<file path="src/rtl/clk_div_ctrl_pkg.sv">
// Shared types and constants for the clk_div_ctrl divider slice.
// FSM state encoding, default reset divisor and an index-width helper.
package clk_div_ctrl_pkg;

  typedef enum logic [1:0] {
    IDLE      = 2'd0,
    WAIT_EDGE = 2'd1,
    ACK       = 2'd2
  } state_e;

  localparam int DEF_RST_DIV = 1;

  // Index width that stays legal for a single requester
  function automatic int idx_w(input int n);
    return (n > 1) ? $clog2(n) : 1;
  endfunction

endpackage

</file>
<file path="src/rtl/clk_div_ctrl_if.sv">
// Requester-side handshake bundle for clk_div_ctrl: divisor requests in,
// grant/ack/busy back out to the control logic.
interface clk_div_ctrl_if #(
  parameter int N_REQ = 4,
  parameter int W     = 16
);
  logic [N_REQ-1:0]   req;
  logic [N_REQ*W-1:0] div_in;
  logic [N_REQ-1:0]   ack;
  logic [N_REQ-1:0]   grant;
  logic               busy;

  modport master (output req, div_in, input ack, grant, busy);
  modport slave  (input req, div_in, output ack, grant, busy);
endinterface

</file>
<file path="src/rtl/clk_div_ctrl_core.sv">
// clk_div_core: phase counter, divided clock and active divisor register.
// A one-cycle load strobe swaps in a new divisor and restarts the count.
module clk_div_core
  import clk_div_ctrl_pkg::*;
#(
  parameter int W       = 16,
  parameter int RST_DIV = DEF_RST_DIV
) (
  input  logic         clkin,
  input  logic         reset,
  input  logic         load,
  input  logic [W-1:0] load_div,
  output logic [W-1:0] cur_div,
  output logic         tick,
  output logic         clkout
);

  logic [W-1:0] cnt_q, cnt_d;
  logic [W-1:0] cur_div_q, cur_div_d;
  logic         clkout_q, clkout_d;
  logic         at_end;

  // Zero divisor is excluded before the compare, so cur_div_q-1 never wraps
  assign at_end = (cur_div_q != '0) && (cnt_q == cur_div_q - W'(1));

  always_comb begin
    cnt_d     = cnt_q;
    clkout_d  = clkout_q;
    cur_div_d = cur_div_q;
    if (at_end) begin
      cnt_d    = '0;
      clkout_d = ~clkout_q;
    end else if (cur_div_q != '0) begin
      cnt_d = cnt_q + W'(1);
    end
    if (load) begin
      cur_div_d = load_div;
      cnt_d     = '0;
    end
  end

  always_ff @(posedge clkin) begin
    if (!reset) begin
      cnt_q     <= '0;
      clkout_q  <= 1'b0;
      cur_div_q <= W'(RST_DIV);
    end else begin
      cnt_q     <= cnt_d;
      clkout_q  <= clkout_d;
      cur_div_q <= cur_div_d;
    end
  end

  assign tick    = reset & at_end;
  assign cur_div = cur_div_q;
  assign clkout  = clkout_q;

endmodule

</file>
<file path="src/rtl/clk_div_ctrl.sv">
// clk_div_ctrl: round-robin arbitration of divisor requests onto one glitch-free divider.
// Optional CLK_DIV_CTRL_LOCK_EN adds a lock input that holds off new grants.
module clk_div_ctrl
  import clk_div_ctrl_pkg::*;
#(
  parameter int N_REQ   = 4,
  parameter int W       = 16,
  parameter int RST_DIV = DEF_RST_DIV
) (
  input  logic         clkin,
  input  logic         reset,
`ifdef CLK_DIV_CTRL_LOCK_EN
  input  logic         lock,
`endif
  clk_div_ctrl_if.slave bus,
  output logic [W-1:0] cur_div,
  output logic         tick,
  output logic         clkout
);

  localparam int PW = idx_w(N_REQ);

  state_e           state_q, state_d;
  logic [N_REQ-1:0] grant_q, grant_d;
  logic [N_REQ-1:0] ack_q, ack_d;
  logic [W-1:0]     pend_div_q, pend_div_d;
  logic [PW-1:0]    ptr_q, ptr_d;
  logic [PW-1:0]    win_idx;
  logic             win_vld;
  logic             can_grant;
  logic             edge_ok;
  logic             load;
  logic [W-1:0]     div_arr [N_REQ];

  for (genvar gi = 0; gi < N_REQ; gi++) begin : g_div
    assign div_arr[gi] = bus.div_in[gi*W +: W];
  end

  // Scan downward so the candidate closest after the pointer wins last
  always_comb begin
    win_vld = 1'b0;
    win_idx = '0;
    for (int k = N_REQ - 1; k >= 0; k--) begin
      if (bus.req[(int'(ptr_q) + k) % N_REQ]) begin
        win_vld = 1'b1;
        win_idx = PW'((int'(ptr_q) + k) % N_REQ);
      end
    end
  end

`ifdef CLK_DIV_CTRL_LOCK_EN
  assign can_grant = win_vld & ~lock;
`else
  assign can_grant = win_vld;
`endif

  // A stopped divider has no edge to wait for, so the swap is immediate
  assign edge_ok = tick | (cur_div == '0);

  always_ff @(posedge clkin) begin
    if (!reset) begin
      state_q    <= IDLE;
      grant_q    <= '0;
      ack_q      <= '0;
      pend_div_q <= '0;
      ptr_q      <= '0;
    end else begin
      state_q    <= state_d;
      grant_q    <= grant_d;
      ack_q      <= ack_d;
      pend_div_q <= pend_div_d;
      ptr_q      <= ptr_d;
    end
  end

  always_comb begin
    state_d = state_q;
    case (state_q)
      IDLE:      if (can_grant) state_d = WAIT_EDGE;
      WAIT_EDGE: if (edge_ok)   state_d = ACK;
      ACK:                      state_d = IDLE;
      default:                  state_d = IDLE;
    endcase
  end

  always_comb begin
    grant_d    = grant_q;
    ack_d      = '0;
    pend_div_d = pend_div_q;
    ptr_d      = ptr_q;
    load       = 1'b0;
    case (state_q)
      IDLE: begin
        if (can_grant) begin
          grant_d    = N_REQ'(1) << win_idx;
          pend_div_d = div_arr[win_idx];
          ptr_d      = PW'((int'(win_idx) + 1) % N_REQ);
        end
      end
      WAIT_EDGE: load = edge_ok;
      ACK: begin
        ack_d   = grant_q;
        grant_d = '0;
      end
      default: ;
    endcase
  end

  assign bus.grant = grant_q;
  assign bus.ack   = ack_q;
  assign bus.busy  = (state_q != IDLE);

  clk_div_core #(
    .W       (W),
    .RST_DIV (RST_DIV)
  ) u_core (
    .clkin    (clkin),
    .reset    (reset),
    .load     (load),
    .load_div (pend_div_q),
    .cur_div  (cur_div),
    .tick     (tick),
    .clkout   (clkout)
  );

endmodule

</file>
<file path="src/flat_wrapper.sv">
// flat-port wrapper written by rule: the top's interface ports become plain ports
module clk_div_ctrl_flat import clk_div_ctrl_pkg::*;
#(
  parameter int N_REQ   = 4,
  parameter int W       = 16,
  parameter int RST_DIV = DEF_RST_DIV
)
  (clkin, reset, cur_div, tick, clkout, bus_req, bus_div_in, bus_ack, bus_grant, bus_busy);
  clk_div_ctrl_if #(.N_REQ(N_REQ), .W(W)) bus_i ();
  input  logic clkin;
  input  logic reset;
  output logic [W-1:0] cur_div;
  output logic tick;
  output logic clkout;
  input wire logic [$bits(bus_i.req)-1:0] bus_req;
  input wire logic [$bits(bus_i.div_in)-1:0] bus_div_in;
  output wire logic [$bits(bus_i.ack)-1:0] bus_ack;
  output wire logic [$bits(bus_i.grant)-1:0] bus_grant;
  output wire logic [$bits(bus_i.busy)-1:0] bus_busy;
  assign bus_i.req = bus_req;
  assign bus_i.div_in = bus_div_in;
  assign bus_ack = bus_i.ack;
  assign bus_grant = bus_i.grant;
  assign bus_busy = bus_i.busy;
  clk_div_ctrl #(.N_REQ(N_REQ), .W(W), .RST_DIV(RST_DIV)) u_core (.clkin(clkin), .reset(reset), .bus(bus_i), .cur_div(cur_div), .tick(tick), .clkout(clkout));
endmodule
</file>
<file path="config.mk">
export PLATFORM = sky130hd
export DESIGN_NAME = clk_div_ctrl_flat
export DESIGN_NICKNAME = d
export VERILOG_FILES = /design/src/rtl/clk_div_ctrl_pkg.sv /design/src/rtl/clk_div_ctrl_if.sv /design/src/rtl/clk_div_ctrl_core.sv /design/src/rtl/clk_div_ctrl.sv /design/src/flat_wrapper.sv
export SDC_FILE = /design/constraint.sdc
export NUM_CORES = 1
export LEC_CHECK = 0
export BUFFER_PORTS_ARGS = -buffer_cell sky130_fd_sc_hd__buf_4
export CORE_ASPECT_RATIO = 2
export CORE_UTILIZATION = 35
export DETAILED_ROUTE_END_ITERATION = 8
export RECOVER_POWER = 50
export SLEW_MARGIN = 20
export SYNTH_ARGS = -nofsm -noshare
export SYNTH_HDL_FRONTEND = slang
export SYNTH_HIERARCHICAL = 1
export SYNTH_SLANG_ARGS = --single-unit
</file>
<file path="constraint.sdc">
create_clock -name clkin -period 6 [get_ports clkin]
set_input_delay 1.2 -clock clkin [delete_from_list [all_inputs] [get_ports clkin]]
set_output_delay 1.2 -clock clkin [all_outputs]
set_load 0.05 [all_outputs]
</file>
==> results of run 1 <==
-- worst reg2reg max path, cell delays in order, from the launching register on --
cell and delay, ps:
sky130_fd_sc_hd__dfxtp_1 430, sky130_fd_sc_hd__nor4_4 530, sky130_fd_sc_hd__nand4_1 340, sky130_fd_sc_hd__mux2_2 370, sky130_fd_sc_hd__o22ai_1 180, sky130_fd_sc_hd__o2111ai_1 260
sky130_fd_sc_hd__nor3_1 430, sky130_fd_sc_hd__a41oi_1 140, sky130_fd_sc_hd__nor3b_2 560, sky130_fd_sc_hd__buf_4 340, sky130_fd_sc_hd__mux2i_1 220, sky130_fd_sc_hd__nor2_1 60
-- cell type report --
type	instances	area [um2]
clock buffer	13	270
clock inverter	3	90.1
fill	982	5160
inverter	12	45.0
multi-input combinational	283	2050
sequential	61	1220
tap	132	165
timing repair buffer	98	631
-- through the flow --
stage               util [%]  setup WS, ps  std cells
finish                  46.5          1640        602
global route            46.5          1490        602
CTS                     47.7          1590        602
detailed placement      43.9          1960        586
global placement        43.9          1990        586
floorplan                  -          1010        377
-- final timing paths --
kind,slack [ps],to
worst max-delay path,1640,tick
worst min-delay path,460,u_core/pend_div_q[12]$_SDFFE_PN0P_
worst max register to register,2000,u_core/u_core/cur_div[3]$_SDFFE_PN0P_
worst min register to register,460,u_core/pend_div_q[12]$_SDFFE_PN0P_
-- layout by cell type, fill, tap and decap left out, drive strengths merged, types with 5 or more instances in the layout --
cell type | synthesis | routed
o21ai | 7 | 7
dfxtp | 61 | 61
nand2 | 30 | 30
inv | 11 | 11
ha | 6 | 6
xnor2 | 18 | 18
nand3 | 7 | 7
nor2 | 44 | 44
xor2 | 15 | 15
mux2i | 51 | 51
nor3 | 11 | 11
a21oi | 6 | 6
nand4 | 8 | 8
nor4 | 5 | 5
clkbuf | 7 | 41
buf | 14 | 70
and2 | 5 | 5
nor2b | 11 | 11
o221ai | 16 | 16
-- registers in the layout, indices dropped and copies added (netlist names) --
signal,cells
u_core/state_q,2
u_core/u_core/clkout,1
u_core/pend_div_q,16
u_core/ptr_q,2
u_core/bus.grant,4
u_core/u_core/cnt_q,16
u_core/bus.ack,4
u_core/u_core/cur_div,16
-- power groups by stage --
stage          clock [mW]  combinational [mW]  sequential (mW)
2_1_floorplan           0               0.798            0.650
5_1_grt             0.645                1.17            0.603
3_5_place_dp            0                1.10            0.598
4_1_cts             0.627                1.11            0.590
6_report            0.615                1.08            0.589
3_3_place_gp            0                1.09            0.595
-- kinds of logic after synthesis --
family	after synthesis	share of synthesized area, %
flops	61	35.3
fa+ha+maj	6	2.17
buf+inv	33	5.57
mux	52	15.1
simple gates	142	22.1
xor+xnor	33	8.36
compound gates	50	11.3
-- layer usage --
layer,routed length (um),up-vias,track usage [%]
met2,5400,83,37.1
met5,0,-,0
met4,305,0,9.80
li1,-,1526,-
met3,326,17,4.11
met1,3370,1473,18.3
==> impl_metrics.sql, run 1 <==
INSERT INTO impl_metrics (metric_group, metric, value, unit) VALUES
('critical_path', 'timing.critical_path.slowest_cell_delay', '530', 'ps'),
('min_path', 'timing.hold.worst.class', 'reg2reg', ''),
('clocking', 'cts_setup_buffers', '0', ''),
('pwr', 'power_frac_seq', '25.8', '%'),
('status', 'violations', 'capacitance limit, slew limit', ''),
('critical_path', 'timing.critical_path.buf_inv', '1', ''),
('synth', 'synth_most_common_cell', 'sky130_fd_sc_hd__dfxtp_1', ''),
('cells_and_area', 'antenna-diode-count', '0', ''),
('min_path', 'hp-start', 'u_core/pend_div_q[12]$_SDFFE_PN0P_', ''),
('synth', 'synth-seq-cells', '61', ''),
('pwr', 'power_frac_clock', '26.9', '%'),
('timing', 'whs', '464', 'ps'),
('clocking', 'clockRootBuffer', 'sky130_fd_sc_hd__clkbuf_16', ''),
('route', 'drc_violation_count_after_routing', '0', ''),
('clocking', 'ctsLongestPathBuffers', '2', ''),
('cells_and_area', 'areaGrowthSynthToFinish', '29.5', '%'),
('critical_path', 'critical_path.top_delay_family', 'simple AND/OR/NAND/NOR gates', ''),
('critical_path', 'r2r_start', 'u_core/u_core/cur_div[3]$_SDFFE_PN0P_', ''),
('timing', 'post-route-period-util', '72.7', '%'),
('floorplanning', 'placementRows', '51', ''),
('floorplanning', 'vert_die_dim', '143', 'um'),
('floorplanning', 'ioPinCount', '97', ''),
('clocking', 'cts.repair.resized', '0', ''),
('critical_path', 'critical_path.max_fanout', '11', ''),
('clocking', 'htree_num_levels', '3', ''),
('clocking', 'hold_buffers', '0', ''),
('grt', 'grt_util_all_layers', '19.2', '%'),
('min_path', 'worst_hold_path.num_cells', '2', ''),
('cells_and_area', 'layout-drive-gt1-share', '21.1', '%'),
('floorplanning', 'fp.dieW', '72.3', 'um'),
('critical_path', 'reg2regPathDepth', '11', ''),
('job', 'max_cap_violations', '1', ''),
('floorplanning', 'fp.dieArea', '10300', 'um2'),
('clocking', 'clock_sink_count', '61', ''),
('critical_path', 'worstPathCellList', 'nor4_4, nand4_1, mux2_2, o22ai_1, o2111ai_1, nor3_1, buf_4', ''),
('timing', 'finClkSkew', '4.07', 'ps'),
('cells_and_area', 'finalInstanceArea', '4480', 'um2'),
('timing', 'final-hold-violation-count', '0', ''),
('grt', 'grt_pass1_vias', '3141', ''),
('pwr', 'max-vdd-ir-drop', '0.000310', 'V'),
('clocking', 'clk_latency', '330', 'ps'),
('critical_path', 'timing.critical_path.depth', '7', ''),
('pwr', 'power_leakage', '1.78', 'nW'),
('synth', 'post_synth.cell_area_avg', '9.17', 'um2'),
('placed_design', 'placed_area', '4230', 'um2'),
('pwr', 'intPower', '1.36', 'mW'),
('route', 'drt-vias-per-instance', '5.15', ''),
('floorplanning', 'floorplan.initialDensity', '35.9', '%'),
('synth', 'synthDominantCellAreaShare', '35.3', '%'),
('grt', 'grt-ovfl-total', '0', ''),
('clocking', 'tritoncts', 'built', ''),
('placed_design', 'dp.final_hpwl', '7410', 'um'),
('grt', 'grt_max_degree', '36', ''),
('placed_design', 'place_congestion', '0.943', ''),
('pwr', 'power.combinational.fraction', '47.4', '%'),
('timing', 'fin_setup_tns', '0', 'ps'),
('synth', 'netlist_area', '3460', 'um2'),
('pwr', 'switching_power', '0.929', 'mW'),
('clocking', 'cts-buffers-inserted', '9', ''),
('synth', 'synth_cell_type_count', '59', ''),
('status', 'status', 'finished, violations left', ''),
('synth', 'synth-seq-area-share', '35.3', '%'),
('synth', 'synth_flop_cell', 'sky130_fd_sc_hd__dfxtp_1', ''),
('synth', 'post_synthesis_async_set_or_reset_flop_share', '0', '%'),
('synth', 'syn_nets', '453', ''),
('timing', 'finalSetupViolations', '0', ''),
('timing', 'timing_max_transition_violations_final', '36', ''),
('route', 'detail_route.wl_per_cell', '15.6', 'um'),
('timing', 'fmax', '229', 'MHz'),
('clocking', 'clk_transition_reported_paths', '50', 'ps'),
('critical_path', 'critPathKind', 'reg2out', '');
No activity file was read; power rests on OpenSTA's default activity.
==> run 2: changes to the inputs <==
--- a/config.mk
+++ b/config.mk
@@ -5,6 +5,7 @@
 export SDC_FILE = /design/constraint.sdc
 export NUM_CORES = 1
 export LEC_CHECK = 0
+export ABC_AREA = 1
 export BUFFER_PORTS_ARGS = -buffer_cell sky130_fd_sc_hd__buf_4
 export CORE_ASPECT_RATIO = 2
 export CORE_UTILIZATION = 35
==> constraint.sdc (replaced) <==
create_clock -name clkin -period 4.3 [get_ports clkin]
set_input_delay 0.86 -clock clkin [delete_from_list [all_inputs] [get_ports clkin]]
set_output_delay 0.86 -clock clkin [all_outputs]
set_load 0.05 [all_outputs]
==> impl_metrics.sql, run 2 <==
INSERT INTO impl_metrics (metric_group, metric, value, unit) VALUES
('critical_path', 'critical_path.max_fanout', '6', ''),
('floorplanning', 'fp.dieArea', '12700', 'um2'),
('critical_path', 'endpoint_type_of_the_worst_setup_path', 'output port', ''),
('clocking', 'clock_sink_count', '61', ''),
('route', 'drtPass1Iterations', '5', ''),
('route', 'finalWirelength', '12600', 'um'),
('floorplanning', 'placementRows', '56', ''),
('cells_and_area', 'final_cells', '941', ''),
('grt', 'grt_max_degree', '38', ''),
('grt', 'grt-ovfl-total', '0', ''),
('clocking', 'cts-buffers-inserted', '9', ''),
('route', 'drtAntennaViolNets', '0', ''),
('clocking', 'ctsLongestPathBuffers', '2', ''),
('placed_design', 'post_place_cells', '925', ''),
('grt', 'grt_pass1_vias', '4394', ''),
('synth', 'post_synth.cell_area_avg', '6.05', 'um2'),
('clocking', 'hold_buffers', '0', ''),
('cells_and_area', 'final_net_count', '867', ''),
('timing', 'post-route-period-util', '76.3', '%'),
('timing', 'tightest_slew', '1110', 'ps'),
('floorplanning', 'vert_die_dim', '158', 'um'),
('placed_design', 'dp.final_hpwl', '10200', 'um'),
('clocking', 'tritoncts', 'built', ''),
('synth', 'synth-seq-area-share', '28.6', '%'),
('critical_path', 'critPathKind', 'reg2out', ''),
('timing', 'timing_max_transition_violations_final', '0', ''),
('synth', 'syn_nets', '781', ''),
('synth', 'synth_edf_count', '0', ''),
('cells_and_area', 'areaGrowthSynthToFinish', '22.0', '%'),
('clocking', 'cts.repair.resized', '0', ''),
('synth', 'yosysWarningCount', '6', ''),
('placed_design', 'numPortBuffers', '96', ''),
('placed_design', 'place_congestion', '0.936', ''),
('synth', 'post_synthesis_async_set_or_reset_flop_share', '0', '%'),
('grt', 'grt_antenna_before_repair', '0', ''),
('floorplanning', 'ioPinCount', '97', ''),
('synth', 'synth_flop_cell', 'sky130_fd_sc_hd__dfxtp_1', ''),
('floorplanning', 'core', '11800', 'um2'),
('placed_design', 'placed_area', '5030', 'um2'),
('clocking', 'clk_transition_reported_paths', '60', 'ps'),
('grt', 'grt_util_all_layers', '21.1', '%'),
('synth', 'synth-seq-cells', '61', ''),
('job', 'max_cap_violations', '0', ''),
('cells_and_area', 'finalInstanceArea', '5210', 'um2'),
('clocking', 'clockRootBuffer', 'sky130_fd_sc_hd__clkbuf_16', ''),
('synth', 'synth.area.top_cells', 'sky130_fd_sc_hd__dfxtp_1 (29%), sky130_fd_sc_hd__nand2_1 (13%), sky130_fd_sc_hd__nand3_1 (12%)', ''),
('timing', 'fin_setup_tns', '0', 'ps'),
('cells_and_area', 'layout-drive-gt1-share', '13.9', '%'),
('status', 'status', 'finished clean', ''),
('cells_and_area', 'antenna-diode-count', '0', ''),
('timing', 'whs', '447', 'ps'),
('cells_and_area', 'layout.cells.most_common', 'sky130_fd_sc_hd__nand2_1', ''),
('grt', 'grt_pass1_wl', '20300', 'um'),
('timing', 'slew_headroom', '25.7', '%'),
('clocking', 'cts_setup_buffers', '0', ''),
('synth', 'netlist_area', '4270', 'um2'),
('synth', 'post-synth-top-area-cell', 'sky130_fd_sc_hd__dfxtp_1', ''),
('synth', 'synthDominantCellAreaShare', '28.6', '%'),
('synth', 'synth_commonest_cells', 'sky130_fd_sc_hd__nand2_1 (146), sky130_fd_sc_hd__inv_1 (128), sky130_fd_sc_hd__nor2_1 (115)', ''),
('timing', 'finClkSkew', '8.90', 'ps'),
('route', 'detail_route.wl_per_cell', '13.4', 'um'),
('critical_path', 'critical_path_at', '2420', 'ps'),
('timing', 'final-hold-violation-count', '0', ''),
('synth', 'synth_most_common_cell', 'sky130_fd_sc_hd__nand2_1', ''),
('critical_path', 'cp_data_required_time', '3440', 'ps'),
('timing', 'rsz0062_at_grt', 'no', ''),
('cells_and_area', 'final_cell_mix', 'sky130_fd_sc_hd__nand2_1 (149), sky130_fd_sc_hd__inv_1 (128), sky130_fd_sc_hd__nor2_1 (116)', ''),
('route', 'drc_violation_count_after_routing', '0', ''),
('timing', 'fmax', '305', 'MHz'),
('route', 'detailedRoute.firstIterationViolations', '153', ''),
('timing', 'finalWorstPathRequiredPeriod', '3280', 'ps'),
('clocking', 'htree_num_levels', '3', ''),
('critical_path', 'start_kind', 'register', ''),
('route', 'dr_total_vias', '4507', ''),
('clocking', 'clk_latency', '330', 'ps'),
('synth', 'syn-instance-count', '705', ''),
('floorplanning', 'floorplan.initialDensity', '36.3', '%'),
('floorplanning', 'fp.dieW', '80.1', 'um'),
('min_path', 'timing.hold.worst.class', 'reg2reg', ''),
('route', 'drt-vias-per-instance', '4.79', ''),
('synth', 'synth_cell_type_count', '39', ''),
('timing', 'finalSetupViolations', '0', '');
-- run 2: cell count changes after synthesis, sizes merged, moves of 11 or more --
cell / delta
inv: +124
mux2i: -50
nand2: +125
nand3: +99
nor2: +80
nor2b: -11
o21ai: +16
o221ai: -16
-- run 2: area by class of cell --
class	instances	area [um2]
clock buffer	11	243
clock inverter	5	60.1
fill	1285	6560
inverter	135	508
multi-input combinational	486	2360
sequential	61	1220
tap	145	181
timing repair buffer	98	634
-- run 2: stage by stage --
stage                     util [%]  setup WS [ps]
final                         44.2           1020
after floorplan                  -            680
after detailed placement      42.7           1210
after global placement        42.7           1220
after CTS                     45.3           1080
after global routing          44.2            593
-- run 2: final timing paths --
check                           cells after the start                                   from  slack [ps]                          endpoint
worst max register to register                     12           u_core/ptr_q[0]$_SDFFE_PN0P_        1080  u_core/bus.grant[1]$_SDFFE_PN0P_
worst max-delay path                               12  u_core/u_core/cur_div[7]$_SDFFE_PN0P_        1020                              tick
worst min register to register                      2       u_core/bus.grant[3]$_SDFFE_PN0P_         450      u_core/bus.ack[3]$_SDFF_PN0_
worst min-delay path                                2       u_core/bus.grant[3]$_SDFFE_PN0P_         450      u_core/bus.ack[3]$_SDFF_PN0_
-- run 2: cell families (layout without fill, tap and decap cells) --
family                   Yosys count  count (layout)  share of synthesized area, %
AND/OR/NAND/NOR                  412             412                          43.3
buffers and inverters            158             249                          15.6
flip-flops                        61              61                          28.6
AO/OA/AOI/OAI                     41              41                          5.13
XOR/XNOR                          26              26                          5.34
adder cells (fa/ha/maj)            6               6                          1.76
multiplexers                       1               1                         0.235
-- run 2: critical path, cell delays in order (launching register included) --
cell and delay [ps]:
sky130_fd_sc_hd__dfxtp_1 410, sky130_fd_sc_hd__nor2_2 250, sky130_fd_sc_hd__nand2_1 170, sky130_fd_sc_hd__nor2_1 240
sky130_fd_sc_hd__nand2_1 140, sky130_fd_sc_hd__nand2_1 80, sky130_fd_sc_hd__nand2_1 50, sky130_fd_sc_hd__inv_1 40
sky130_fd_sc_hd__nand2_1 50, sky130_fd_sc_hd__nor2_1 140, sky130_fd_sc_hd__nand2_1 150, sky130_fd_sc_hd__nor2_1 150
sky130_fd_sc_hd__buf_4 220
-- run 2: metal layers --
metal / vias up / global-route usage (%) / routed length (um)
li1: 2336 / - / -
met1: 1986 / 19.5 / 4420
met2: 137 / 39.6 / 6780
met3: 48 / 2.71 / 437
met4: 0 / 17.9 / 977
met5: - / 0 / 0
Power of run 2 is not shown: default switching activity piles up to over one toggle a cycle in this logic, so the estimate is an artifact.
